### config.mk
export PLATFORM = sky130hd
export DESIGN_NAME = shift_unit_pipe
export DESIGN_NICKNAME = d
export VERILOG_FILES = /design/src/rtl/shift_unit_pipe.sv
export SDC_FILE = /design/constraint.sdc
export NUM_CORES = 1
export LEC_CHECK = 0
export CAP_MARGIN = 20
export CORE_UTILIZATION = 62
export DETAILED_ROUTE_END_ITERATION = 7
export GPL_TIMING_DRIVEN = 0
export PLACE_DENSITY = 0.87
export SYNTH_ARGS = -nofsm -noshare
export SYNTH_HDL_FRONTEND = slang
export SYNTH_SLANG_ARGS = --single-unit
### constraint.sdc
create_clock -name clk -period 7.38 [get_ports clk]
set_input_delay 1.107 -clock clk [delete_from_list [all_inputs] [get_ports clk]]
set_output_delay 1.107 -clock clk [all_outputs]
set_load 0.01 [all_outputs]
### src/rtl/shift_unit_pipe.sv
// shift_unit_pipe: two-stage valid/ready shift/rotate unit for the ALU shifter path.
//
// Modes (mode): 0=LSL, 1=LSR, 2=ASR, 3=ROR, 4=ROL, 5-7 illegal (passes inp through, err=1).
// The whole shift_value operand is significant. Amounts >= WIDTH saturate for the
// shifts, and rotates use shift_value mod WIDTH.
//
// Ports:
//   clk          clock, rising edge
//   rst          asynchronous reset, active-low
//   in_valid     operands valid
//   in_ready     unit can accept operands this cycle
//   inp          operand to shift
//   shift_value  unsigned shift amount
//   mode         operation select
//   out_valid    result valid
//   out_ready    consumer accepts result
//   out          shifted result
//   cout         last bit shifted/rotated out
//   zf           out == 0
//   nf           out[WIDTH-1]
//   err          illegal mode for this result
//
// S1 registers the operands. The shifter works combinationally on S1, and S2 registers
// the result and flags, which drive the outputs directly.

module shift_unit_pipe #(
    parameter int unsigned WIDTH = 16,
    parameter int unsigned SHW   = 16
) (
    input  logic             clk,
    input  logic             rst,
    input  logic             in_valid,
    output logic             in_ready,
    input  logic [WIDTH-1:0] inp,
    input  logic [SHW-1:0]   shift_value,
    input  logic [2:0]       mode,
    output logic             out_valid,
    input  logic             out_ready,
    output logic [WIDTH-1:0] out,
    output logic             cout,
    output logic             zf,
    output logic             nf,
    output logic             err
);

    localparam int unsigned    LW   = $clog2(WIDTH);
    localparam logic [SHW-1:0] WVAL = SHW'(WIDTH);

    typedef enum logic [2:0] {
        ModeLsl = 3'd0,
        ModeLsr = 3'd1,
        ModeAsr = 3'd2,
        ModeRor = 3'd3,
        ModeRol = 3'd4
    } mode_e;

    // Stage 1 registers
    logic             s1_valid_q;
    logic [WIDTH-1:0] s1_inp_q;
    logic [SHW-1:0]   s1_n_q;
    logic [2:0]       s1_mode_q;

    logic s2_adv;
    logic s1_adv;

    assign s2_adv   = !out_valid | out_ready;
    assign s1_adv   = !s1_valid_q | s2_adv;
    assign in_ready = rst & s1_adv;

    // Shifter datapath on the S1 operands
    logic [LW-1:0]      amt;
    logic               n_zero;
    logic               n_lt_w;
    logic               n_eq_w;
    logic               sign;
    logic [WIDTH:0]     lsl_ext;
    logic [WIDTH:0]     lsr_ext;
    logic [WIDTH-1:0]   asr_val;
    logic [2*WIDTH-1:0] dbl;
    logic [2*WIDTH-1:0] ror_full;
    logic [2*WIDTH-1:0] rol_full;
    logic [WIDTH-1:0]   res;
    logic               res_c;
    logic               res_e;

    assign amt    = s1_n_q[LW-1:0];
    assign n_zero = (s1_n_q == '0);
    assign n_lt_w = (s1_n_q < WVAL);
    assign n_eq_w = (s1_n_q == WVAL);
    assign sign   = s1_inp_q[WIDTH-1];

    // One guard bit on each side catches the bit that leaves for amounts below WIDTH.
    assign lsl_ext  = {1'b0, s1_inp_q} << amt;
    assign lsr_ext  = {s1_inp_q, 1'b0} >> amt;
    assign asr_val  = $signed(s1_inp_q) >>> amt;
    assign dbl      = {s1_inp_q, s1_inp_q};
    assign ror_full = dbl >> amt;
    assign rol_full = dbl << amt;

    always_comb begin
        res   = s1_inp_q;
        res_c = 1'b0;
        res_e = 1'b0;
        case (s1_mode_q)
            ModeLsl: begin
                res = n_lt_w ? lsl_ext[WIDTH-1:0] : '0;
                if (n_zero)      res_c = 1'b0;
                else if (n_lt_w) res_c = lsl_ext[WIDTH];
                else if (n_eq_w) res_c = s1_inp_q[0];
                else             res_c = 1'b0;
            end
            ModeLsr: begin
                res = n_lt_w ? lsr_ext[WIDTH:1] : '0;
                if (n_zero)      res_c = 1'b0;
                else if (n_lt_w) res_c = lsr_ext[0];
                else if (n_eq_w) res_c = sign;
                else             res_c = 1'b0;
            end
            ModeAsr: begin
                res = n_lt_w ? asr_val : {WIDTH{sign}};
                if (n_zero)      res_c = 1'b0;
                else if (n_lt_w) res_c = lsr_ext[0];
                else             res_c = sign;
            end
            ModeRor: begin
                res   = ror_full[WIDTH-1:0];
                res_c = !n_zero & res[WIDTH-1];
            end
            ModeRol: begin
                res   = rol_full[2*WIDTH-1:WIDTH];
                res_c = !n_zero & res[0];
            end
            default: begin
                res   = s1_inp_q;
                res_c = 1'b0;
                res_e = 1'b1;
            end
        endcase
    end

    always_ff @(posedge clk or negedge rst) begin
        if (!rst) begin
            s1_valid_q <= 1'b0;
            s1_inp_q   <= '0;
            s1_n_q     <= '0;
            s1_mode_q  <= '0;
        end else if (s1_adv) begin
            s1_valid_q <= in_valid & in_ready;
            s1_inp_q   <= inp;
            s1_n_q     <= shift_value;
            s1_mode_q  <= mode;
        end
    end

    always_ff @(posedge clk or negedge rst) begin
        if (!rst) begin
            out_valid <= 1'b0;
            out       <= '0;
            cout      <= 1'b0;
            zf        <= 1'b0;
            nf        <= 1'b0;
            err       <= 1'b0;
        end else if (s2_adv) begin
            out_valid <= s1_valid_q;
            out       <= res;
            cout      <= res_c;
            zf        <= (res == '0);
            nf        <= res[WIDTH-1];
            err       <= res_e;
        end
    end

endmodule

## Yosys cells after proc, flatten, opt, wreduce, memory -nomap -nowiden

Cells that the tools add are included.

- Word-level logic and storage cells: 48
- Input bits: 39
- Output and inout port bits: 22
- Flip-flop bits (word level): 57

- Magnitude comparators: 1
- Bitwise gates (word level): 6
- Equality and inequality tests: 5
- Reduce and logical (&&, ||, !) cells: 7
- Shift operators: 5
- Mux-type cells: 14

Operators with widths:

| operator | count |
|---|---|
| case mux 16 bit (5 select lines) | 1 |
| 2-to-1 mux 16 bit | 3 |
| zero test 16 bit | 2 |
| << shifter 32 x 4 -> 32 bit | 1 |
| right shift 32 x 4 -> 16 bit | 1 |
| << shifter 16 x 4 -> 17 bit | 1 |
| right shift 17 x 4 -> 17 bit | 1 |
| equality test 16 x 5 -> 1 bit (second input constant) | 1 |
| < comparator 16 x 5 -> 1 bit (second input constant) | 1 |
| >>> shifter 16 x 4 -> 16 bit | 1 |
| 2-to-1 mux 1 bit | 9 |
| equality test 3 x 2 -> 1 bit (second input constant) | 2 |
| case mux 1 bit (5 select lines) | 1 |
| OR reduction 5 bit | 1 |
| bitwise AND 1 bit | 4 |
| equality test 3 x 1 -> 1 bit (second input constant) | 1 |
| equality test 3 bit (second input constant) | 1 |
| zero test 1 bit | 3 |
| zero test 3 bit | 1 |
| bitwise OR 1 bit | 2 |

## Logic depth before layout (Yosys ltp)

Gate-level depths: netlist (run 1).

- Word-level depth: 5
- Gate-level depth with buffers: 11
- Depth with buffers taken out: 8

## Worst setup path before layout (run 1)

OpenSTA, ideal clock, no wires.

- Path kind: input -> output
- Start: input port out_ready
- End: output port in_ready
- Arrival: 1.915 ns
- Buffers on the path: 1
- Stages: 4
- Data required time: 6.273 ns
- Path slack: 4.358 ns
- Cell sequence: nor2b_1 nand2_1 clkbuf_1 and2_1

- Cells in the longest elaborated chain, start to end: 3

Ends and longest elaborated chain:

| item | line | source |
|---|---|---|
| start: declaration | 38 | `input logic out_ready,` |
| bitwise OR 1 bit | 66 | `assign s2_adv = !out_valid \| out_ready;` |
| bitwise OR 1 bit | 67 | `assign s1_adv = !s1_valid_q \| s2_adv;` |
| bitwise AND 1 bit | 68 | `assign in_ready = rst & s1_adv;` |
| end: declaration | 33 | `output logic in_ready,` |

No other way between the ends.

## Worst setup path after layout (run 1)

Same ends and word-level chain as after synthesis.

==> parameters.txt, run 1 <==
Parameter                              Value

Global routing
  Antenna violations before repair ... 0
  Leftover overflow at the end of global routing ... 0
  Largest net degree at the start of global routing ... between 40 and 50
  Via count of the first global-routing pass ... 5,183
  All-layer global routing usage ... 44.27%
  Global-route wire length before repair ... between 20 and 30 mm

Pwr
  Cell internal pwr ... 617.4 µW
  Sequential Power Share ... 36.3%
  Combinational share of power ... 46.8%
  Clk network pwr share ... 17.0%
  Leakage power figure ... 0.002296 µW
  Power spent charging and discharging nets ... approximately 410 µW
  Total power density per cell area ... about 170 mW/mm²
  Fraction of power spent switching nets ... 39.82%
  Worst vdd rail ir drop ... 0.1130 mV

Critical path
  Destination of the worst register-to-register timing path ... cout$_DFFE_PN0P_
  Crit start category ... primary input
  Critical Path Max Stage Delay ... 0.48 ns
  Worst path buffer plus inverter count ... 3
  Required time of the critical path ... roughly 6.3 ns
  Start of the worst register-to-register path ... s1_n_q[1]$_DFFE_PN0N_
  Most numerous cell on the critical path ... sky130_fd_sc_hd__clkdlybuf4s50_1
  Crit path cell chain ... clkdlybuf4s50_1 -> nor2b_1 -> nand2_1 -> clkbuf_1 -> and2_1 -> clkdlybuf4s50_1
  Worst path slowest cell ... sky130_fd_sc_hd__clkdlybuf4s50_1
  Cells on worst reg2reg path ... 9
  Endpoint type of the worst setup path ... primary output
  Slack of the worst reg-to-reg path ... 3.94 ns
  Family of cells with the greatest summed delay on the critical path ... buffers and inverters
  Crit path DAT ... 3.43 ns
  Crit path max fanout ... 10
  Crit Path Class ... in2out

Floorplan
  Floorplan die area ... 0.008747 mm²
  Row cnt ... 33
  Floorplan die height ... 93.53 µm
  Floorplan core area ... about 0.0082 mm²
  Die Width ... approximately 94 µm
  Initial cell density of the core ... 63.53%
  I/O Pins ... 61

Clock network
  Hold_buf cts ... 0
  Number of setup buffers added after CTS ... 0
  TritonCTS clock tree ... done
  Number of levels in the clock H-tree ... 2
  Clock root buffer ... sky130_fd_sc_hd__clkbuf_8
  CTS sink count ... 56
  Clock slew seen by the registers of the worst setup and hold paths ... 0.10 ns
  TritonCTS buffer count ... 5
  CTS max path bufs ... 2
  Worst skew pair latency ... 0.32 ns
  Number of gates resized after CTS ... 0

Finish
  Number of diodes added for antenna fixing ... 0
  Layout overhead on the synthesized area ... 16.19%
  Layout filler cell count ... roughly 620
  Final standard cell area without fillers ... 0.006035 mm²
  Number of nets in the final layout ... 668
  Fraction of final layout cells sized beyond drive strength 1 ... 18.57%

Timing
  Final-report max-slew violation count ... 0
  Setup_tns ... 0 ns
  Final setup viols ... 0
  Period utilization ... 61.42%
  Setup Skew ... 0.01108 ns
  Transition time at the pin with the least slew margin ... ~1.0 ns
  Unrepaired setup endpoints after global routing ... no
  Time the final worst path needs with I/O delays and setup ... 4.533 ns
  Maximum frequency from static timing analysis ... 220.6 MHz
  Slew margin rel. ... 30.02%
  Hold violation count in the final report ... 0

Synth
  Number of library cell types mapped by synthesis ... 87
  Proportion of synthesized flip-flops having asynchronous set or reset ... 100.0%
  Leading cell types by total area after synthesis ... sky130_fd_sc_hd__dfrtp_1 27%, sky130_fd_sc_hd__mux4_2 12%, sky130_fd_sc_hd__mux2_2 8.2%
  Netlist area before placement ... 0.005194 mm²
  Post-synthesis cell count ... between 500 and 600
  Number of synthesized flops with an enable pin ... 0
  Flip-flop and latch count after synthesis ... 56
  Post-synth net total ... 599
  Most frequently used cell type in the post-synthesis netlist ... sky130_fd_sc_hd__nand2_1
  Top-area cell type share of the netlist area ... 26.98%
  Commonest cells in the synthesized netlist ... 69 x sky130_fd_sc_hd__nand2_1, 56 x sky130_fd_sc_hd__dfrtp_1, 41 x sky130_fd_sc_hd__nor2_1
  Largest area contributor in the synthesized netlist ... sky130_fd_sc_hd__dfrtp_1
  Most frequently used flop master after synthesis ... sky130_fd_sc_hd__dfrtp_1
  Syn avg cell area ... about 9.3 µm²
  Sequential cell area fraction in the yosys report ... 26.98%
  Number of warning messages in the yosys log ... 0

Route
  Wire length per cell after detailed routing ... 25.96 µm
  Vias after detailed routing ... 5,565
  First-pass DRT Iterations ... 8
  Remaining antenna violation count after routing ... 0
  Length of routed wiring on met1 ... 6.519 mm
  Amount of wire on met3 after detailed routing ... 3.006 mm
  Total length of routed wires ... 19.08 mm
  Topmost layer with routed signal wires ... met4
  Remaining DRCs ... 0
  Avg Vias per Cell ... 7.571
  First DRT Iteration DRCs ... 1,248
  Routed met2 length ... 8.218 mm

Placed design
  Dpl cell area ... 0.005941 mm²
  Gpl congestion ... 1.169
  Count of buffers inserted at the top-level ports ... 60
  Half-perimeter wire length after placement ... between 10 and 15 mm

Min path
  Endpoint of the worst hold path ... out_valid$_DFFE_PN0P_
  Worst Hold Launch ... s1_valid_q$_DFFE_PN0N_
  Worst Hold Depth ... 1
  Worst hold path class ... reg2reg

Outcome
  Outcome ... finished, final reports clean

Job
  Maximum capacitance violations ... 0
-- worst register-to-register path, stage by stage (launching register included) --
cell	delay, ns
sky130_fd_sc_hd__dfrtp_1	0.35
sky130_fd_sc_hd__buf_6	0.13
sky130_fd_sc_hd__clkbuf_1	0.47
sky130_fd_sc_hd__clkbuf_1	0.47
sky130_fd_sc_hd__a21oi_1	0.07
sky130_fd_sc_hd__o311ai_0	0.49
sky130_fd_sc_hd__a21boi_0	0.18
sky130_fd_sc_hd__o311a_1	0.37
sky130_fd_sc_hd__a2111oi_0	0.72
sky130_fd_sc_hd__a21o_1	0.14
-- kinds of logic after synthesis --
group	Yosys count	synth area share (%)
buf+inv	64	6.480
compound gates	157	21.54
mux	96	26.26
flops	56	26.98
simple gates	187	18.74
-- power by group through the flow --
stage	Sequential, µW	Clock, µW	Combinational (µW)
2_1_floorplan	380	0	280
3_3_place_gp	374	0	444
3_5_place_dp	378	0	453
4_1_cts	371	174	457
5_1_grt	375	186	498
6_report	372	174	480
-- metal layers --
layer,vias up,global-route usage [%]
met5,-,0
met3,177,16.67
met2,577,64.58
li1,2276,-
met1,2535,55.87
met4,0,25.90
-- cells in the final DEF (no fill, tap or decap), types with 5 or more instances in the layout --
| cell type | instances |
|---|---|
| sky130_fd_sc_hd__buf_2 | 5 |
| sky130_fd_sc_hd__nor2_1 | 41 |
| sky130_fd_sc_hd__nand2_1 | 69 |
| sky130_fd_sc_hd__clkdlybuf4s50_1 | 59 |
| sky130_fd_sc_hd__o22ai_1 | 9 |
| sky130_fd_sc_hd__clkbuf_1 | 37 |
| sky130_fd_sc_hd__nand2b_1 | 6 |
| sky130_fd_sc_hd__o31ai_1 | 5 |
| sky130_fd_sc_hd__nor3_1 | 11 |
| sky130_fd_sc_hd__a211oi_1 | 14 |
| sky130_fd_sc_hd__mux2i_1 | 26 |
| sky130_fd_sc_hd__nand4_1 | 5 |
| sky130_fd_sc_hd__mux2_2 | 38 |
| sky130_fd_sc_hd__clkbuf_8 | 7 |
| sky130_fd_sc_hd__buf_6 | 6 |
| sky130_fd_sc_hd__dfrtp_1 | 56 |
| sky130_fd_sc_hd__nand3_1 | 14 |
| sky130_fd_sc_hd__mux4_2 | 28 |
| sky130_fd_sc_hd__inv_1 | 5 |
| sky130_fd_sc_hd__o21ai_0 | 28 |
| sky130_fd_sc_hd__a22oi_1 | 6 |
| sky130_fd_sc_hd__a31oi_1 | 11 |
| sky130_fd_sc_hd__a21oi_1 | 27 |
| sky130_fd_sc_hd__and2_1 | 5 |
-- state kept, by name, indices dropped and copies added, names as in the netlist --
signal,count
s1_inp_q,16
zf,1
out,16
s1_mode_q,3
s1_valid_q,1
cout,1
err,1
s1_n_q,16
out_valid,1
-- stage by stage --
stage	utilization, %	std cells	worst slack [ns]	total power, µW	hold slack (ns)
after global routing	73.81	735	2.834	1060	0.4976
final	73.81	735	2.847	1026	0.4743
after CTS	73.75	734	2.956	1002	0.4761
after detailed placement	72.67	726	2.985	830.6	0.4513
after floorplan	-	560	4.358	659.7	0.4346
after global placement	72.48	725	2.059	818.6	0.4447
-- how the worst max path moves through the flow --
stage	startpoint	to	cells after the start
5_1_grt	out_ready	in_ready	6
3_5_place_dp	out_ready	in_ready	6
3_3_place_gp	rst	in_ready	3
4_1_cts	out_ready	in_ready	6
6_report	out_ready	in_ready	6
2_1_floorplan	out_ready	in_ready	4
-- final cells by class --
| class | instances | area (µm²) | area share (%) |
|---|---|---|---|
| buffer | 56 | 306.5 | 5.080 |
| sequential | 56 | 1401 | 23.22 |
| clock buffer | 6 | 72.57 | 1.203 |
| inverter | 8 | 30.03 | 0.4976 |
| clock inverter | 2 | 16.27 | 0.2695 |
| tap | 105 | 131.4 | 2.177 |
| timing repair buffer | 62 | 620.6 | 10.28 |
| multi-input combinational | 440 | 3456 | 57.27 |
No activity file was read; power rests on OpenSTA's default activity.
==> run 2, diff against run 1 <==
--- a/config.mk
+++ b/config.mk
@@ -6,10 +6,10 @@
 export NUM_CORES = 1
 export LEC_CHECK = 0
 export CAP_MARGIN = 20
-export CORE_UTILIZATION = 62
+export CORE_UTILIZATION = 58
 export DETAILED_ROUTE_END_ITERATION = 7
 export GPL_TIMING_DRIVEN = 0
-export PLACE_DENSITY = 0.87
+export PLACE_DENSITY = 0.82
 export SYNTH_ARGS = -nofsm -noshare
 export SYNTH_HDL_FRONTEND = slang
 export SYNTH_SLANG_ARGS = --single-unit
==> constraint.sdc (replaced) <==
create_clock -name clk -period 4.2 [get_ports clk]
set_input_delay 0.63 -clock clk [delete_from_list [all_inputs] [get_ports clk]]
set_output_delay 0.63 -clock clk [all_outputs]
set_load 0.01 [all_outputs]
==> parameters.txt, run 2 (synthesis gave the netlist of run 1 again) <==
Parameter                              Value

Floorplan
  Initial cell density of the core ... approximately three fifths
  Floorplan die area ... approximately 0.0093 mm²
  I/O Pins ... roughly 60
  Die Width ... roughly 97 µm
  Floorplan die height ... 96.63 µm
  Row cnt ... 34
  Floorplan core area ... 0.008678 mm²

Placed design
  Half-perimeter wire length after placement ... 13.98 mm
  Dpl cell area ... 0.005944 mm²
  Gpl congestion ... between 1 and 1.5
  Count of buffers inserted at the top-level ports ... 60

Timing
  Time the final worst path needs with I/O delays and setup ... 3.573 ns
  Transition time at the pin with the least slew margin ... 1.000 ns
  Setup Skew ... 0.01084 ns
  Setup_tns ... 0 ns
  Final setup viols ... 0
  Slew margin rel. ... between 30% and 40%
  Hold violation count in the final report ... 0
  Unrepaired setup endpoints after global routing ... no
  Maximum frequency from static timing analysis ... 279.9 MHz
  Period utilization ... 85.07%
  Final-report max-slew violation count ... 0

Route
  Avg Vias per Cell ... 7.396
  First-pass DRT Iterations ... 7
  Total length of routed wires ... between 15 and 20 mm
  Vias after detailed routing ... between 5,000 and 6,000
  Wire length per cell after detailed routing ... 25.07 µm
  First DRT Iteration DRCs ... 823
  Remaining antenna violation count after routing ... 0
  Remaining DRCs ... 0

Finish
  Final standard cell area without fillers ... 0.006033 mm²
  Number of diodes added for antenna fixing ... 0
  Number of nets in the final layout ... ~670
  Highest-count cells in the layout ignoring fill and taps ... 69 x sky130_fd_sc_hd__nand2_1, 59 x sky130_fd_sc_hd__clkdlybuf4s50_1, 56 x sky130_fd_sc_hd__dfrtp_1
  Most common library cell in the layout ignoring fill and taps ... sky130_fd_sc_hd__nand2_1
  Largest registers ... out (16), s1_inp_q (16), s1_n_q (16)
  Fraction of final layout cells sized beyond drive strength 1 ... 18.44%
  Layout overhead on the synthesized area ... 16.16%
  Layout filler cell count ... 694

Critical path
  Crit Path Class ... in2out
  Crit path max fanout ... 10
  Slack of the worst reg-to-reg path ... about 0.90 ns
  Crit start category ... primary input
  Endpoint type of the worst setup path ... primary output
  Crit path DAT ... 2.94 ns
  Required time of the critical path ... 3.57 ns

Clock network
  Number of gates resized after CTS ... 0
  CTS sink count ... 56
  TritonCTS buffer count ... 5
  Number of levels in the clock H-tree ... 2
  Clock root buffer ... sky130_fd_sc_hd__clkbuf_8
  TritonCTS clock tree ... done
  Hold_buf cts ... 0
  Worst skew pair latency ... 0.33 ns
  Number of setup buffers added after CTS ... 0
  Clock slew seen by the registers of the worst setup and hold paths ... 0.11 ns
  CTS max path bufs ... 2

Global routing
  Leftover overflow at the end of global routing ... 0
  Via count of the first global-routing pass ... ~5,200
  All-layer global routing usage ... around two fifths
  Antenna violations before repair ... 0
  Global-route wire length before repair ... approximately 29 mm
  Largest net degree at the start of global routing ... 44

Pwr
  Overall power after layout ... 1803 µW
  Total power density per cell area ... roughly 300 mW/mm²
  Leakage power figure ... 0.002292 µW
  Worst vdd rail ir drop ... approximately 0.20 mV

Outcome
  Outcome ... finished, final reports clean

Min path
  Worst hold path class ... in2async

Job
  Maximum capacitance violations ... 0
==> run 2: cell count changes in the layout (fill, tap and decap cells not counted) <==
| cell | delta |
|---|---|
| sky130_fd_sc_hd__clkbuf_2 | -1 |
==> run 2: per-stage QoR <==
stage	utilization [%]	worst slack, ns	hold slack, ns	instances
6_report	69.52	0.6269	0.2139	737
5_1_grt	69.52	0.6008	0.2546	737
4_1_cts	69.52	0.7160	0.2326	737
3_5_place_dp	68.50	0.7420	0.4549	729
3_3_place_gp	68.32	-0.1757	0.4449	728
2_1_floorplan	-	1.559	0.3344	560
==> run 2: worst max-delay path, stage by stage <==
cell,delay [ns]
sky130_fd_sc_hd__clkdlybuf4s50_1,0.42
sky130_fd_sc_hd__nor2b_1,0.41
sky130_fd_sc_hd__nand2_1,0.39
sky130_fd_sc_hd__clkbuf_1,0.36
sky130_fd_sc_hd__and2_1,0.25
sky130_fd_sc_hd__clkdlybuf4s50_1,0.47
==> run 2: layout make-up <==
cell class	instances	area, µm²	area share (%)
buffer	56	306.5	5.081
inverter	8	30.03	0.4977
multi-input combinational	440	3456	57.28
timing repair buffer	61	615.6	10.20
tap	108	135.1	2.240
clock inverter	2	16.27	0.2696
sequential	56	1401	23.23
clock buffer	6	72.57	1.203
==> run 2: routing by layer <==
metal | GRT usage, % | part of all wire (%)
met1 | 52.28 | 36
met2 | 61.76 | 44
met3 | 9.176 | 13
met4 | 22.73 | 6.5
met5 | 0 | 0
==> run 2: path summary, 6_finish.rpt <==
path	startpoint	to	cells after the start
hold / removal	rst	err$_DFFE_PN0P_	1
max in group asynchronous	rst	s1_n_q[13]$_DFFE_PN0N_	2
hold reg to reg	out[0]$_DFFE_PN0P_	out[0]$_DFFE_PN0P_	2
setup / recovery	out_ready	in_ready	6
min in group clk	out[0]$_DFFE_PN0P_	out[0]$_DFFE_PN0P_	2
setup reg to reg	s1_n_q[9]$_DFFE_PN0N_	zf$_DFFE_PN0P_	8
==> run 2: power by group <==
group          total [µW]  internal [µW]  switching [µW]
Combinational         833            364             468
Sequential            654            601            53.0
Clock                 317            120             197
